`config.mk`:
```
export PLATFORM = sky130hd
export DESIGN_NAME = adder_4bit_serial_ctrl
export DESIGN_NICKNAME = d
export VERILOG_FILES = /design/src/rtl/adder_4bit_serial_ctrl.sv
export SDC_FILE = /design/constraint.sdc
export NUM_CORES = 1
export LEC_CHECK = 0
export CORE_MARGIN = 2
export CORE_UTILIZATION = 47
export CTS_CLUSTER_SIZE = 8
export DETAILED_ROUTE_END_ITERATION = 10
export HOLD_SLACK_MARGIN = 0.12
export PLACE_DENSITY = 0.8
export SKIP_CTS_REPAIR_TIMING = 1
export SLEW_MARGIN = 10
export SYNTH_ARGS = -nofsm -noshare
export SYNTH_HDL_FRONTEND = slang
export SYNTH_SLANG_ARGS = --single-unit
```
`constraint.sdc`:
```
create_clock -name i_clk -period 2.26 [get_ports i_clk]
set_input_delay 0.339 -clock i_clk [delete_from_list [all_inputs] [get_ports i_clk]]
set_output_delay 0.339 -clock i_clk [all_outputs]
set_load 0.005 [all_outputs]
```
`src/rtl/adder_4bit_serial_ctrl.sv`:
```
// rtl/adder_4bit_serial_ctrl.sv - nibble-serial wide adder controller around an external adder_4bit
module adder_4bit_serial_ctrl #(
   parameter  int NIBBLES = 4,
   localparam int W       = 4 * NIBBLES,
   localparam int IDXW    = (NIBBLES > 1) ? $clog2(NIBBLES) : 1
) (
   input  logic         i_clk,
   input  logic         i_rst,
   // upstream operand handshake
   input  logic         i_valid,
   output logic         o_ready,
   input  logic [W-1:0] i_a,
   input  logic [W-1:0] i_b,
   input  logic         i_cin,
   // adder_4bit side
   output logic [3:0]   o_add_a,
   output logic [3:0]   o_add_b,
   output logic         o_add_cin,
   input  logic [3:0]   i_add_sum,
   input  logic         i_add_cout,
   // downstream result handshake
   output logic         o_valid,
   input  logic         i_ready,
   output logic [W-1:0] o_sum,
   output logic         o_cout,
   output logic         o_busy
);

   typedef enum logic [1:0] {
      IDLE = 2'd0,
      RUN  = 2'd1,
      DONE = 2'd2
   } state_t;

   state_t            state_q;
   state_t            state_d;

   logic [W-1:0]      a_q;
   logic [W-1:0]      b_q;
   logic              cin_q;
   logic              carry_q;
   logic [IDXW-1:0]   idx_q;
   logic [W-1:0]      sum_q;
   logic              cout_q;

   logic              last_nibble;
   logic [IDXW+1:0]   bit_base;

   // Bit offset of the nibble currently being fed to the adder.
   assign bit_base    = {idx_q, 2'b00};
   assign last_nibble = (idx_q == IDXW'(NIBBLES - 1));

   assign o_sum  = sum_q;
   assign o_cout = cout_q;

   // State register; reset always returns to IDLE and drops any pending result.
   always_ff @(posedge i_clk) begin
      if (i_rst) begin
         state_q <= IDLE;
      end else begin
         state_q <= state_d;
      end
   end

   // Next-state and handshake/adder-port decode.
   always_comb begin
      state_d   = state_q;
      o_ready   = 1'b0;
      o_valid   = 1'b0;
      o_busy    = 1'b0;
      o_add_a   = 4'd0;
      o_add_b   = 4'd0;
      o_add_cin = 1'b0;
      case (state_q)
         IDLE: begin
            // o_ready is suppressed during reset so no operand is taken.
            o_ready = ~i_rst;
            if (i_valid) begin
               state_d = RUN;
            end
         end
         RUN: begin
            o_busy    = 1'b1;
            // Adder inputs come only from registers: no path from i_add_* here.
            o_add_a   = a_q[bit_base +: 4];
            o_add_b   = b_q[bit_base +: 4];
            o_add_cin = (idx_q == '0) ? cin_q : carry_q;
            if (last_nibble) begin
               state_d = DONE;
            end
         end
         DONE: begin
            o_busy  = 1'b1;
            // Result is withdrawn while reset is asserted so no transfer happens.
            o_valid = ~i_rst;
            if (i_ready) begin
               state_d = IDLE;
            end
         end
         default: begin
            state_d = IDLE;
         end
      endcase
   end

   // Operand capture, nibble-by-nibble sum collection and carry chaining.
   always_ff @(posedge i_clk) begin
      if (i_rst) begin
         a_q     <= '0;
         b_q     <= '0;
         cin_q   <= 1'b0;
         carry_q <= 1'b0;
         idx_q   <= '0;
         sum_q   <= '0;
         cout_q  <= 1'b0;
      end else begin
         case (state_q)
            IDLE: begin
               if (i_valid) begin
                  a_q   <= i_a;
                  b_q   <= i_b;
                  cin_q <= i_cin;
                  idx_q <= '0;
               end
            end
            RUN: begin
               sum_q[bit_base +: 4] <= i_add_sum;
               carry_q              <= i_add_cout;
               if (last_nibble) begin
                  cout_q <= i_add_cout;
                  idx_q  <= '0;
               end else begin
                  idx_q  <= idx_q + 1'b1;
               end
            end
            default: begin
               // DONE holds the result untouched until the next operation.
            end
         endcase
      end
   end

endmodule

```
# Yosys cells after proc, flatten, opt, wreduce, memory -nomap -nowiden
# Cells that the tools add are included.
totals:
  output_inout_bits: 29
  in_bits: 42
  ff_bits: 55
  wordCells: 44
classes:
  shifts: 4
  n_mux: 15
  n_bitwise: 1
  addsub: 2
  reduce_logical: 8
  n_eq_ne: 6
ops:
  columns: ["cell", "n"]
  rows:
  - ["$shiftx A16 B5 Y4", 2]
  - ["$bwmux W16", 1]
  - ["$shift A4 B6 Y16 const A", 1]
  - ["$shiftx A4 B6 Y16", 1]
  - ["$mux W2", 5]
  - ["$mux W4", 2]
  - ["$ne A2 B2 Y1 const B", 3]
  - ["$neg A4 Y6", 1]
  - ["$pmux W2 S3", 1]
  - ["$reduce_and A2 Y1", 3]
  - ["$mux W1", 5]
  - ["$eq A2 B2 Y1 const B", 2]
  - ["$logic_not A2 Y1", 2]
  - ["$pmux W2 S2", 1]
  - ["$reduce_and A3 Y1", 1]
  - ["$add A2 B1 Y2 const B", 1]
  - ["$eq A2 B1 Y1 const B", 1]
  - ["$reduce_bool A2 Y1", 1]
  - ["$reduce_or A2 Y1", 1]
  - ["$not A1 Y1", 1]

# Longest topological paths before layout
logic_depth:
  word_depth: 3
  mapped_depth: 7
  depth_no_buf: 5

# Worst setup path before layout
# OpenSTA, ideal clock, no wires.
synth_path:
  path_kind: "register to register"
  startpoint: "reg idx_q[1]"
  endpoint: "reg sum_q[7] (netlist: o_sum[7])"
  arrival_time_ps: 1642
  stages_incl_launch_ff: 8
  synth_period_minus_slack_ps: 1713
  setup_time_ps: 70
  path_slack_ps: 547
  cell_sequence: "dfxtp_1 > clkbuf_1 > inv_1 > ha_1 > buf_2 > nor3b_4 > nand4_1 > a21oi_1"
synth_between:
  elab_chain_cells: 3
  elab_cells_between_ends: 4
  cone_classes: "add/sub (1); shift (2); mux (1)"
synth_rtl:
  columns: ["element", "line_no", "text"]
  rows:
  - ["start, declared", "42", "logic [IDXW-1:0] idx_q;"]
  - ["start signal, assigned", "133", "idx_q <= idx_q + 1'b1;"]
  - ["$neg A4 Y6 (*)", "127", "sum_q[bit_base +: 4] <= i_add_sum;"]
  - ["$shiftx A4 B6 Y16 / $shift A4 B6 Y16 (equally long branches)", "127", null]
  - ["$bwmux W16 (*)", "127", null]
  - ["end signal, assigned by index", "127", null]
  - ["end, declared", "43", "logic [W-1:0] sum_q;"]
# Every way passes the cells marked *; elsewhere a longest branch is shown, timed or not.
# A chain may end at the register's enable or synchronous reset.

# Final worst setup path
layout_path:
  startpoint: "reg idx_q[0]"
  endpoint: "out o_add_a[3]"
layout_between:
  elab_chain_cells: 2
layout_rtl:
  columns: ["element", "line_no", "text"]
  rows:
  - ["$shiftx A16 B5 Y4", "85", "o_add_a = a_q[bit_base +: 4];"]
  - ["$mux W4", "74", "case (state_q)"]
  - ["end, declared", "16", "output logic [3:0] o_add_a,"]
# No other way between the ends.

==> summary.txt <==
Status = complete, no violations
PD cells = 873.0 nW/um^2
Final worst slack = 0.03010 ns
Sw Ratio = 31.13%
Cell-internal power = 2.052 mW
Commonest non-fill, non-tap cell in the layout = nand2_1
Setup Crit Path Kind = reg2out
CP Data Required Time = 1.92 ns
Synth Area in XOR/XNOR = 0%
Arrival time at the worst endpoint = 1.89 ns
DR DRC count = 0
TNS Setup = 0 ns
Ys async rst share = 0%
Critical R2R Capture = o_sum[5]
R2R Path Start = state_q[1]
Post-synthesis adder-cell area fraction = 4.582%
Minimum clock period = 2.230 ns
Fin cells = 425
Die Y = 76.31 um
Port Buf Inserts = 70
Crit share post-route = 98.67%
Drt total wl = 5773 um
Largest family of logic cells by synthesized area = simple AND/OR/NAND/NOR gates
Inserted Clock Buffers = 5
Routed len/inst = 13.58 um
Initial drt markers = 111
Mapped Nets = 332
Antenna fix cells = 0
Clk_lat worst skew = 0.30 ns
Critical-path cell list = buf_6 > mux4_2 > and2_1 > clkdlybuf4s50_1
Fraction of layout cells with a size suffix above 1 = 9.296%
Cell variety after synth = 25
# rows = 26
Commonest cells after routing, fill and taps aside = nand2_1 (85), clkdlybuf4s50_1 (61), dfxtp_1 (54)
Post-Syn Area per Cell = 8.745 sq um
Io pins = 71
Core ar. = 5075 sq um
Min-delay worst type = in2reg
CTS Buffer Depth = 2
Vias in the first global route = 2116
Area fraction in compound gates after synthesis = 11.30%
Pin count of the biggest net entering global routing = 34
CP max stage cell = mux4_2
Initial Utilization = 48.42%
CP max FO = 5
Clock network power share = 25.1%
RSZ-0062 raised after global routing = yes
EDFF count, synth = 0
Syn-to-layout area delta = 38.90%
Crit-path max cell delay = 0.48 ns
Overall routing resource usage = 19.71%
Pre-Repair DR Iteration Count = 4
Clock sink count = 55
Actual slew at the worst max-slew pin = 0.4692 ns
Share of power burned in registers = 39.6%
Nets@finish = 405
Crit. End Element = output port
CTS root buf = clkbuf_8
GRT overflow = 0
Worst setup path start = idx_q[0]
First-pass GRT wire length = 9453 um
Sw Pwr = 0.9275 mW
Clk_skew = 0.006652 ns
MaxCap Viol Count = 0
Htree depth = 2
Vias/cell = 5.111
Leakage power = 1.410 nW
Post-DP HPWL = 4121 um
Primary FF master, synth = dfxtp_1
Fin util = 67.26%
Dpl ws = 0.1921 ns
Post-Synth Simple-Gate Area = 24.69%
Die area = 5822 sq um
Crit path launch type = register
Slew Limit Fails = 0
Worst Setup EP = o_add_a[3]
Max-slew headroom = 68.65%
Final hold viol count = 0
CTS tree = yes
Die X = 76.31 um
Synthesized area = 2457 sq um
Worst reg2reg path depth = 6
Reg2Reg Setup Slack = 0.52 ns
Via count = 2172
Maximum clock frequency = 0.4485 GHz
Final setup vio count = 0
Syn Inst Count = 281
Post-synthesis mux area share = 10.49%
Peak VDD IR = 477.0 uV
Yosys Warn Count = 0
Inst Count DP = 413
Sequential-to-total area share from yosys stat = 44.81%
Synth Register Bits = 55
Comb power frac = 35.3%
Antenna viol nets, final = 0
CTS clk-pin slew, worst paths = 0.10 ns
Initial antenna violation count = 0
GP Congestion = 0.8174
metal layers:
| layer | GRT usage, % | routed length (um) | up-vias |
|---|---|---|---|
| met5 | 0 | 0 | - |
| met4 | 7.273 | 59 | 0 |
| met3 | 4.028 | 243 | 6 |
| met2 | 36.37 | 3005 | 56 |
| met1 | 22.29 | 2464 | 1011 |
| li1 | - | - | 1099 |
cells in the mapped netlist (2+ instances only):
cell type  count  area, sq um
a21oi_1       47        235.2
a32oi_1        4        35.03
and2_1        10        62.56
buf_1          2        7.510
buf_2          6        30.03
clkbuf_1      10        37.54
dfxtp_1       55         1101
ha_1           9        112.6
inv_1          4        15.01
mux2i_1        4        40.04
mux4_1         7        183.9
nand2_1       85        319.1
nand2b_1       5        31.28
nand3_1        2        10.01
nand4_1       12        75.07
nor2_1         7        26.28
nor2b_1        4        25.02
power groups by stage:
| stage | clock [mW] | combinational [mW] | sequential [mW] |
|---|---|---|---|
| after detailed placement | 0 | 1.02 | 1.19 |
| after global routing | 0.794 | 1.15 | 1.20 |
| final | 0.748 | 1.05 | 1.18 |
| after floorplan | 0 | 0.657 | 1.18 |
| after global placement | 0 | 0.994 | 1.18 |
| after CTS | 0.767 | 1.03 | 1.17 |
flip-flops by register name, summed over array words and instances (netlist names):
name     flops
o_cout       1
idx_q        2
o_sum       16
state_q      2
a_q         16
cin_q        1
b_q         16
carry_q      1
critical path, delay by kind of cell (launching register included):
kind                   cells  cell delay (ns)
flip-flops                 1             0.37
buffers and inverters      2             0.57
multiplexers               1             0.48
AND/OR/NAND/NOR            1             0.18
stage by stage:
stage | power (mW) | area [sq um] | hold WS, ns
after floorplan | 1.839 | 2457 | 0.4315
after global placement | 2.179 | 3237 | 0.4375
after detailed placement | 2.213 | 3237 | 0.4454
after CTS | 2.964 | 3369 | 0.3829
after global routing | 3.144 | 3413 | 0.4232
final | 2.980 | 3413 | 0.3961
kinds of logic after synthesis:
logic type,Yosys count
mux,13
fa+ha+maj,9
flops,55
compound gates,52
buf+inv,23
simple gates,129
layout make-up:
| cell class | count | area, sq um |
|---|---|---|
| Multi-Input combinational cell | 203 | 1242 |
| Fill cell | 447 | 1662 |
| Timing Repair Buffer | 85 | 833.3 |
| Clock inverter | 2 | 60.06 |
| Inverter | 4 | 15.01 |
| Tap cell | 70 | 87.58 |
| Clock buffer | 6 | 72.57 |
| Sequential cell | 55 | 1102 |
how the worst min path moves through the flow:
stage | startpoint | endpoint | slack (ns) | cells after the start
floorplan | a_q[4] | a_q[4] | 0.43 | 2
global placement | b_q[6] | b_q[6] | 0.44 | 2
detailed placement | o_sum[5] | o_sum[5] | 0.45 | 2
CTS | i_rst | o_sum[9] | 0.38 | 2
global route | i_rst | o_sum[10] | 0.42 | 2
finish | i_rst | o_sum[9] | 0.40 | 2
Note: power is estimated with default switching activity, not from simulation.
